==> src/rtl/maxnet_pkg.sv <==
// Shared constants and state encoding for the Maxnet operand store.
// Latency: n/a (declarations only).
// Backpressure: n/a.
package maxnet_pkg;

  // Default datapath geometry: 5-bit Q2.3 words, 4 activations.
  localparam int DEF_WIDTH = 5;
  localparam int DEF_N     = 4;

  // Reset weight pair: +1.0 on the diagonal, -epsilon (-0.25) elsewhere.
  localparam logic [DEF_WIDTH-1:0] DEF_DIAG = 5'b01000;
  localparam logic [DEF_WIDTH-1:0] DEF_OFF  = 5'b11110;

  typedef enum logic [1:0] {
    ST_IDLE  = 2'd0,
    ST_LOAD  = 2'd1,
    ST_READY = 2'd2
  } state_t;

  // Index width for n entries, never narrower than one bit.
  function automatic int idx_width(input int n);
    return (n > 1) ? $clog2(n) : 1;
  endfunction

endpackage

==> src/rtl/maxnet_wrow_gen.sv <==
// Builds one flattened W row from the diag/off pair; rows >= N yield all-zero.
// Latency: combinational.
// Backpressure: none.
// Ports: row (row index), diag/off (weight pair), w (entry j at [j*WIDTH +: WIDTH]).
module maxnet_wrow_gen #(
  parameter int WIDTH = 5,
  parameter int N     = 4,
  parameter int AW    = 2
) (
  input  logic [AW-1:0]      row,
  input  logic [WIDTH-1:0]   diag,
  input  logic [WIDTH-1:0]   off,
  output logic [N*WIDTH-1:0] w
);

  logic row_ok;

  // Only an index space wider than N can hold an out-of-range row.
  generate
    if (N < (1 << AW)) begin : g_partial
      assign row_ok = (row < AW'(N));
    end else begin : g_full
      assign row_ok = 1'b1;
    end
  endgenerate

  always_comb begin
    w = '0;
    if (row_ok) begin
      for (int j = 0; j < N; j++) begin
        w[j*WIDTH +: WIDTH] = (AW'(j) == row) ? diag : off;
      end
    end
  end

endmodule

==> src/rtl/maxnet_mem.sv <==
// Operand store for Maxnet: serially loaded X vector, in-place writeback, generated W rows.
// Latency: read 1 cycle (rd_en -> rd_valid), writeback/load/cfg land on the next edge.
// Backpressure: ld_ready high only in LOAD; reads/writebacks are dropped outside READY.
// Ports: clk/rst_n; ld_* serial loader; cfg_* weight pair; rd_* row read; wb_* writeback; nz_count.
module maxnet_mem
  import maxnet_pkg::*;
#(
  parameter int               WIDTH     = DEF_WIDTH,
  parameter int               N         = DEF_N,
  parameter logic [WIDTH-1:0] DIAG_INIT = DEF_DIAG,
  parameter logic [WIDTH-1:0] OFF_INIT  = DEF_OFF,
  parameter int               AW        = idx_width(N)
) (
  input  logic               clk,
  input  logic               rst_n,
  input  logic               ld_start,
  input  logic               ld_valid,
  input  logic [WIDTH-1:0]   ld_data,
  output logic               ld_ready,
  output logic               loaded,
  input  logic               cfg_we,
  input  logic [WIDTH-1:0]   cfg_diag,
  input  logic [WIDTH-1:0]   cfg_off,
  input  logic               rd_en,
  input  logic [AW-1:0]      rd_row,
  output logic               rd_valid,
  output logic [N*WIDTH-1:0] rd_x,
  output logic [N*WIDTH-1:0] rd_w,
  input  logic               wb_en,
  input  logic [AW-1:0]      wb_addr,
  input  logic [WIDTH-1:0]   wb_data,
  output logic [AW:0]        nz_count
);

  localparam logic [AW-1:0] LAST_IDX = AW'(N - 1);

  state_t             state_q, state_d;
  logic [AW-1:0]      idx_q;
  logic [WIDTH-1:0]   x_q [N];
  logic               loaded_q;
  logic [WIDTH-1:0]   diag_q, off_q;
  logic               rd_valid_q;
  logic [N*WIDTH-1:0] rd_x_q, rd_w_q;

  logic               ld_acc, rd_acc, wb_acc, wb_in_range;
  logic [N*WIDTH-1:0] x_flat, w_row;

  generate
    if (N < (1 << AW)) begin : g_wb_partial
      assign wb_in_range = (wb_addr < AW'(N));
    end else begin : g_wb_full
      assign wb_in_range = 1'b1;
    end
  endgenerate

  // FSM next state plus per-cycle accept strobes.
  // ld_start wins over a same-cycle beat, so ld_ready drops while restarting.
  always_comb begin
    state_d  = state_q;
    ld_ready = 1'b0;
    ld_acc   = 1'b0;
    case (state_q)
      ST_IDLE: begin
        if (ld_start) state_d = ST_LOAD;
      end
      ST_LOAD: begin
        ld_ready = !ld_start;
        ld_acc   = ld_valid && !ld_start;
        if (ld_start)                         state_d = ST_LOAD;
        else if (ld_acc && idx_q == LAST_IDX) state_d = ST_READY;
      end
      ST_READY: begin
        if (ld_start) state_d = ST_LOAD;
      end
      default: state_d = ST_IDLE;
    endcase
    rd_acc = (state_q == ST_READY) && rd_en;
    wb_acc = (state_q == ST_READY) && wb_en && wb_in_range;
  end

  always_ff @(posedge clk or negedge rst_n) begin
    if (!rst_n) state_q <= ST_IDLE;
    else        state_q <= state_d;
  end

  always_ff @(posedge clk or negedge rst_n) begin
    if (!rst_n) begin
      idx_q    <= '0;
      loaded_q <= 1'b0;
    end else if (ld_start) begin
      idx_q    <= '0;
      loaded_q <= 1'b0;
    end else if (ld_acc) begin
      idx_q <= idx_q + 1'b1;
      if (idx_q == LAST_IDX) loaded_q <= 1'b1;
    end
  end

  // Load beats and writebacks never coincide: one needs LOAD, the other READY.
  always_ff @(posedge clk or negedge rst_n) begin
    if (!rst_n) begin
      for (int i = 0; i < N; i++) x_q[i] <= '0;
    end else if (ld_acc) begin
      x_q[idx_q] <= ld_data;
    end else if (wb_acc) begin
      x_q[wb_addr] <= wb_data;
    end
  end

  always_ff @(posedge clk or negedge rst_n) begin
    if (!rst_n) begin
      diag_q <= DIAG_INIT;
      off_q  <= OFF_INIT;
    end else if (cfg_we) begin
      diag_q <= cfg_diag;
      off_q  <= cfg_off;
    end
  end

  always_comb begin
    x_flat = '0;
    for (int i = 0; i < N; i++) x_flat[i*WIDTH +: WIDTH] = x_q[i];
  end

  maxnet_wrow_gen #(
    .WIDTH (WIDTH),
    .N     (N),
    .AW    (AW)
  ) u_wrow (
    .row  (rd_row),
    .diag (diag_q),
    .off  (off_q),
    .w    (w_row)
  );

  // Snapshot is taken from the pre-edge registers, so a same-cycle
  // writeback or cfg write is not visible in this read.
  always_ff @(posedge clk or negedge rst_n) begin
    if (!rst_n) begin
      rd_valid_q <= 1'b0;
      rd_x_q     <= '0;
      rd_w_q     <= '0;
    end else begin
      rd_valid_q <= rd_acc;
      if (rd_acc) begin
        rd_x_q <= x_flat;
        rd_w_q <= w_row;
      end
    end
  end

  // Strictly positive in two's complement: sign bit clear and not zero.
  always_comb begin
    nz_count = '0;
    for (int i = 0; i < N; i++) begin
      if (!x_q[i][WIDTH-1] && (x_q[i] != '0)) nz_count = nz_count + 1'b1;
    end
  end

  assign loaded   = loaded_q;
  assign rd_valid = rd_valid_q;
  assign rd_x     = rd_x_q;
  assign rd_w     = rd_w_q;

endmodule

==> config.mk <==
export PLATFORM = sky130hd
export DESIGN_NAME = maxnet_mem
export DESIGN_NICKNAME = d
export VERILOG_FILES = /design/src/rtl/maxnet_pkg.sv /design/src/rtl/maxnet_wrow_gen.sv /design/src/rtl/maxnet_mem.sv
export SDC_FILE = /design/constraint.sdc
export NUM_CORES = 1
export LEC_CHECK = 0
export ABC_CLOCK_PERIOD_IN_PS = 2800
export BUFFER_PORTS_ARGS = -buffer_cell sky130_fd_sc_hd__buf_2
export CAP_MARGIN = 20
export CORE_ASPECT_RATIO = 2
export CORE_UTILIZATION = 50
export DETAILED_ROUTE_END_ITERATION = 8
export GPL_TIMING_DRIVEN = 0
export PLACE_DENSITY = 0.75
export RECOVER_POWER = 100
export SYNTH_ARGS = -nofsm -noshare
export SYNTH_HDL_FRONTEND = slang
export SYNTH_HIERARCHICAL = 1
export SYNTH_SLANG_ARGS = --single-unit
==> constraint.sdc <==
create_clock -name clk -period 2.8 [get_ports clk]
set_input_delay 0.14 -clock clk [delete_from_list [all_inputs] [get_ports clk]]
set_output_delay 0.14 -clock clk [all_outputs]
set_load 0.02 [all_outputs]
== Word-level counts from Yosys, hierarchy flattened ==
Cells that the tools add are included.

* Register bits: 76
* Bits of input ports: 31
* Output and inout bits: 46
* Logic and storage cells: 84

* Add/sub/neg operators: 4
* Order comparisons: 4
* Eq/ne operators: 8
* Multiplexer cells: 27
* Bitwise operators: 2
* Reductions and logical operators: 27

{| class="wikitable"
|+ Operators by type and width
! operator !! count
|-
| $bwmux W20 || 2
|-
| $mux W20 || 2
|-
| $mux W5 || 6
|-
| $demux W5 S2 || 2
|-
| $reduce_bool A5 Y1 || 4
|-
| $logic_and A1 B1 Y1 || 10
|-
| $mux W2 || 5
|-
| $add A3 B1 Y3 const B || 3
|-
| $mux W3 || 3
|-
| $ge A3 B3 Y1 const B || 2
|-
| $lt A3 B1 Y1 const B || 2
|-
| $mux W1 || 6
|-
| $not A2 Y3 || 2
|-
| $reduce_bool A2 Y1 || 3
|-
| $logic_not A1 Y1 || 5
|-
| $eq A2 B2 Y1 const A || 2
|-
| $eq A2 B2 Y1 const B || 2
|-
| $logic_not A2 Y1 || 2
|-
| $pmux W2 S2 || 1
|-
| $reduce_and A2 Y1 || 2
|-
| $ne A3 B3 Y1 const B || 1
|-
| $add A2 B1 Y2 const B || 1
|-
| $eq A1 B2 Y1 const A || 1
|-
| $eq A2 B1 Y1 const B || 1
|-
| other kinds (2) || 2
|}

== Longest topological paths before layout ==
* Depth in word-level cells: 9
* Gate-level depth with buffers: 9
* Depth with buffers taken out: 9

== By module ==
The synthesis kept the hierarchy.

{| class="wikitable"
|+ By module, submodules not included
! module !! instances !! cells an instance !! area an instance (um^2) !! sequential area each (um^2)
|-
| maxnet_mem || 1 || 239 || 3359.5 || 1908.1
|-
| maxnet_wrow_gen || 1 || 24 || 255.2 || 0.0
|}

== Worst setup path before layout ==
No wires, ideal clock.

* Path kind: reg2out
* Start point: register x_q (netlist bit x_flat[6])
* End point: output nz_count[1]
* Arrival time: 1.951 ns
* Data required time: 2.660 ns
* Setup slack: 0.709 ns
* Cell stages (with the launch flop): 9
* Path buffers: 0
* Cells stage by stage: dfrtp_1 nor4_1 or2_2 inv_1 ha_1 xor2_1 ha_1 nor3_1 a21oi_1

* Word-level cells in the longest chain between the ends: 7

{| class="wikitable"
|+ RTL lines
! what !! line !! RTL
|-
| start, declared || maxnet_mem.sv:39 || <nowiki>logic [WIDTH-1:0] x_q [N];</nowiki>
|-
| start signal, assigned by index || maxnet_mem.sv:104 || <nowiki>x_q[idx_q] <= ld_data;</nowiki>
|-
| start signal, assigned by index || maxnet_mem.sv:106 || <nowiki>x_q[wb_addr] <= wb_data;</nowiki>
|-
| $reduce_bool A5 Y1 (*) || maxnet_mem.sv:156 || <nowiki>if (!x_q[i][WIDTH-1] && (x_q[i] != '0)) nz_count = nz_count + 1'b1;</nowiki>
|-
| $logic_and A1 B1 Y1 (*) || maxnet_mem.sv:156 ||
|-
| $mux W3 (*) || maxnet_mem.sv:156 ||
|-
| $add A3 B1 Y3 || maxnet_mem.sv:156 ||
|-
| $mux W3 (*) || maxnet_mem.sv:156 ||
|-
| $add A3 B1 Y3 || maxnet_mem.sv:156 ||
|-
| $mux W3 (*) || maxnet_mem.sv:156 ||
|-
| end, declared || maxnet_mem.sv:32 || <nowiki>output logic [AW:0] nz_count</nowiki>
|}

Every way passes the cells marked *; elsewhere a longest branch is shown, timed or not.

== Worst setup path in the final report ==
Ends and elaborated chain as after synthesis.

==> impl_metrics.tcl <==
set metrics [dict create \
    status "complete, no violations" \
    cp-end-kind "output port" \
    slew_viol_final 0 \
    yosys_warnings 6 \
    antenna_found_initial 0 \
    io_buffers 75 \
    wl_per_cell_um 16.9 \
    grt-ovfl-total 0 \
    critical_path_peak_fanout 6 \
    cts_buffers 9 \
    worstPathArrival_ns 2.52 \
    clkSlewWorstSetupHoldPaths_ns 0.05 \
    htreeDepth 3 \
    hp-class "input port to flop" \
    route.detailed.drc 0 \
    synth_top_flop_cell "dfrtp_1" \
    slew-limit-headroom_pct 34.7 \
    post_route_cells_drive_above_1_share_pct 27.0 \
    route.top_layer_used "met4" \
    routed-wl-met2_um 4160 \
    finalCoreUtilization_pct 61.9 \
    synth_edf_count 0 \
    initial_utilization_pct 52.1 \
    via_count 2530 \
    rsz0062_at_grt "false" \
    async_flop_share_pct 100 \
    synth_cell_type_count 42 \
    placed_cells_incl_taps 429 \
    final_cell_count_no_fill 446 \
    die-area_um2 7590 \
    drv.max_cap_violation_count 0 \
    cts_hold_buf 1 \
    timing.critical_path.from_type "flop" \
    grt_start_max_net_pins 62 \
    fin_tns_setup_ns 0 \
    gp_routability_congestion 0.837 \
    synth_cells 263 \
    powerDensity_nw_per_um2 733 \
    clk-insertion-delay-late_ns 0.32 \
    setup_viol_count_final 0 \
    totalWireLength_um 7540 \
    finalNetCount 389 \
    filler_cell_count 577 \
    met3WireLength_um 301 \
    mostFrequentLayoutCells "71 x dfrtp_1, 58 x clkbuf_1, 41 x mux2_2" \
    ys_seq_elements 76 \
    clock_sinks 76 \
    syn_to_final_growth_pct 18.9 \
    post-route-min-period_ns 2.66 \
    wire_length_of_the_first_global_routing_pass_um 12300 \
    final_common_cell "dfrtp_1" \
    synth_area_per_cell_um2 13.7 \
    syn-cell-area_um2 3610 \
    cts_tree "yes" \
    detailedPlacementHpwl_um 5840 \
    gr-usage-all-layers_pct 21.6 \
    final_critical_path_setup_slack_ns 0.140 \
    cts_resized 0 \
    wirelength_met1_um 2740 \
    synth_sequential_area_ratio_pct 52.8 \
    coreArea_um2 6940 \
    min_period_over_period_pct 95.0 \
    post-cts-setup-buffer-count 0 \
    detail-route-antenna-nets 0 \
    ctsLongestPathBuffers 2 \
    cts.root.buffer_cell "clkbuf_16" \
    tightest_slew_ns 0.980 \
    drt_first_pass_iters 4 \
    hold-worst-slack_ns 0.0505 \
    grt_pass1_vias 2612 \
    number_of_hold_slack_violations_in_the_final_timing_report 0 \
    detailedRoute.firstIterationViolations 119 \
    timing.clock.skew_ns 0.00466 \
    pre_cts_slack_ns 0.544 \
    pin_count 77 \
    leakage_nw 2.09 \
    max_clock_freq_mhz 376 \
    synth_nets 301 \
    rows 43 \
    vdd_ir_drop_max_v 0.000506 \
    via_per_inst 5.67 \
    floorplan.die.height_um 122 \
    num_antenna_cells 0 \
    critical_path_class "flop to output port" \
    cp_data_required_time_ns 2.66 \
    fp.dieW_um 62.1 \
]
power by group:
part / switching (mW) / internal, mW / leakage (nW) / total (mW)
Combinational: 0.428 / 0.354 / 0.960 / 0.782
Sequential: 0.128 / 1.22 / 0.998 / 1.35
Clock: 0.393 / 0.622 / 0.131 / 1.02
Total: 0.950 / 2.20 / 2.09 / 3.15
sequential cells by signal (all words and copies together), names as in the netlist:
signal / cells
loaded: 1
diag_q: 5
rd_x: 20
state_q: 2
x_flat: 20
off_q: 5
rd_valid: 1
idx_q: 2
rd_w: 20
routing by layer:
| metal | track usage, % | up-vias |
|---|---|---|
| met4 | 15.3 | 0 |
| met5 | 0 | - |
| met3 | 4.93 | 24 |
| li1 | - | 1178 |
| met2 | 39.8 | 83 |
| met1 | 21.0 | 1245 |
path summary, 6_finish.rpt:
check,cells after the start,slack [ns],end,from
worst max-delay path,9,0.14,nz_count[1],x_flat[6]
worst min-delay path,2,0.05,diag_q[1],cfg_diag[1]
worst max register to register,4,0.93,rd_w[13],state_q[1]
worst min register to register,2,0.48,rd_x[19],rd_x[19]
max in group asynchronous,3,1.44,off_q[1],rst_n
min in group asynchronous,2,0.50,rd_w[13],rst_n
cell type report:
| type | count | area (µm²) | area share, % |
|---|---|---|---|
| plain buffers | 9 | 33.8 | 0.786 |
| clock buffers | 14 | 254 | 5.91 |
| clock inverters | 2 | 10.0 | 0.233 |
| inverters | 8 | 30.0 | 0.699 |
| multi-input cells | 170 | 1590 | 37.1 |
| flip-flops and latches | 76 | 1910 | 44.4 |
| well taps | 90 | 113 | 2.62 |
| repair buffers | 77 | 357 | 8.30 |
kinds of logic after synthesis:
family	after synthesis	share of synthesized area, %
flops	76	52.8
mux	70	21.8
simple gates	53	10.1
compound gates	37	9.66
buf+inv	17	2.53
fa+ha+maj	7	2.42
xor+xnor	3	0.727
critical path, cell delays in order, from the launching register on:
cell      delay (ns)
dfrtp_1         0.40
nor4_1          0.28
or2_2           0.19
inv_1           0.04
ha_1            0.36
xor2_1          0.19
ha_1            0.28
nor3_1          0.04
a21oi_1         0.20
clkbuf_2        0.21
cell usage after synthesis (2+ instances only):
master     number  area [µm²]
dfrtp_1        71        1780
mux2_2         41         462
mux2_1         28         315
a221o_1        20         200
and3_1         19         119
inv_1           8        30.0
ha_1            7        87.6
nor2_1          6        22.5
dfstp_2         5         131
nand2_1         5        18.8
buf_2           4        20.0
o21ai_1         4        20.0
a21oi_1         3        15.0
buf_6           3        33.8
nor3_1          3        15.0
nor4_1          3        18.8
a22oi_2         2        25.0
a2bb2oi_2       2        30.0
and2_4          2        17.5
and2b_4         2        20.0
clkbuf_1        2        7.51
o32a_1          2        20.0
xnor2_1         2        17.5
per-stage QoR:
step	area, µm²	total power, mW
CTS	4410	3.19
global placement	4100	2.14
floorplan	3610	1.91
detailed placement	4130	2.17
finish	4300	3.15
global route	4300	3.32
No activity file was read; power rests on OpenSTA's default activity.
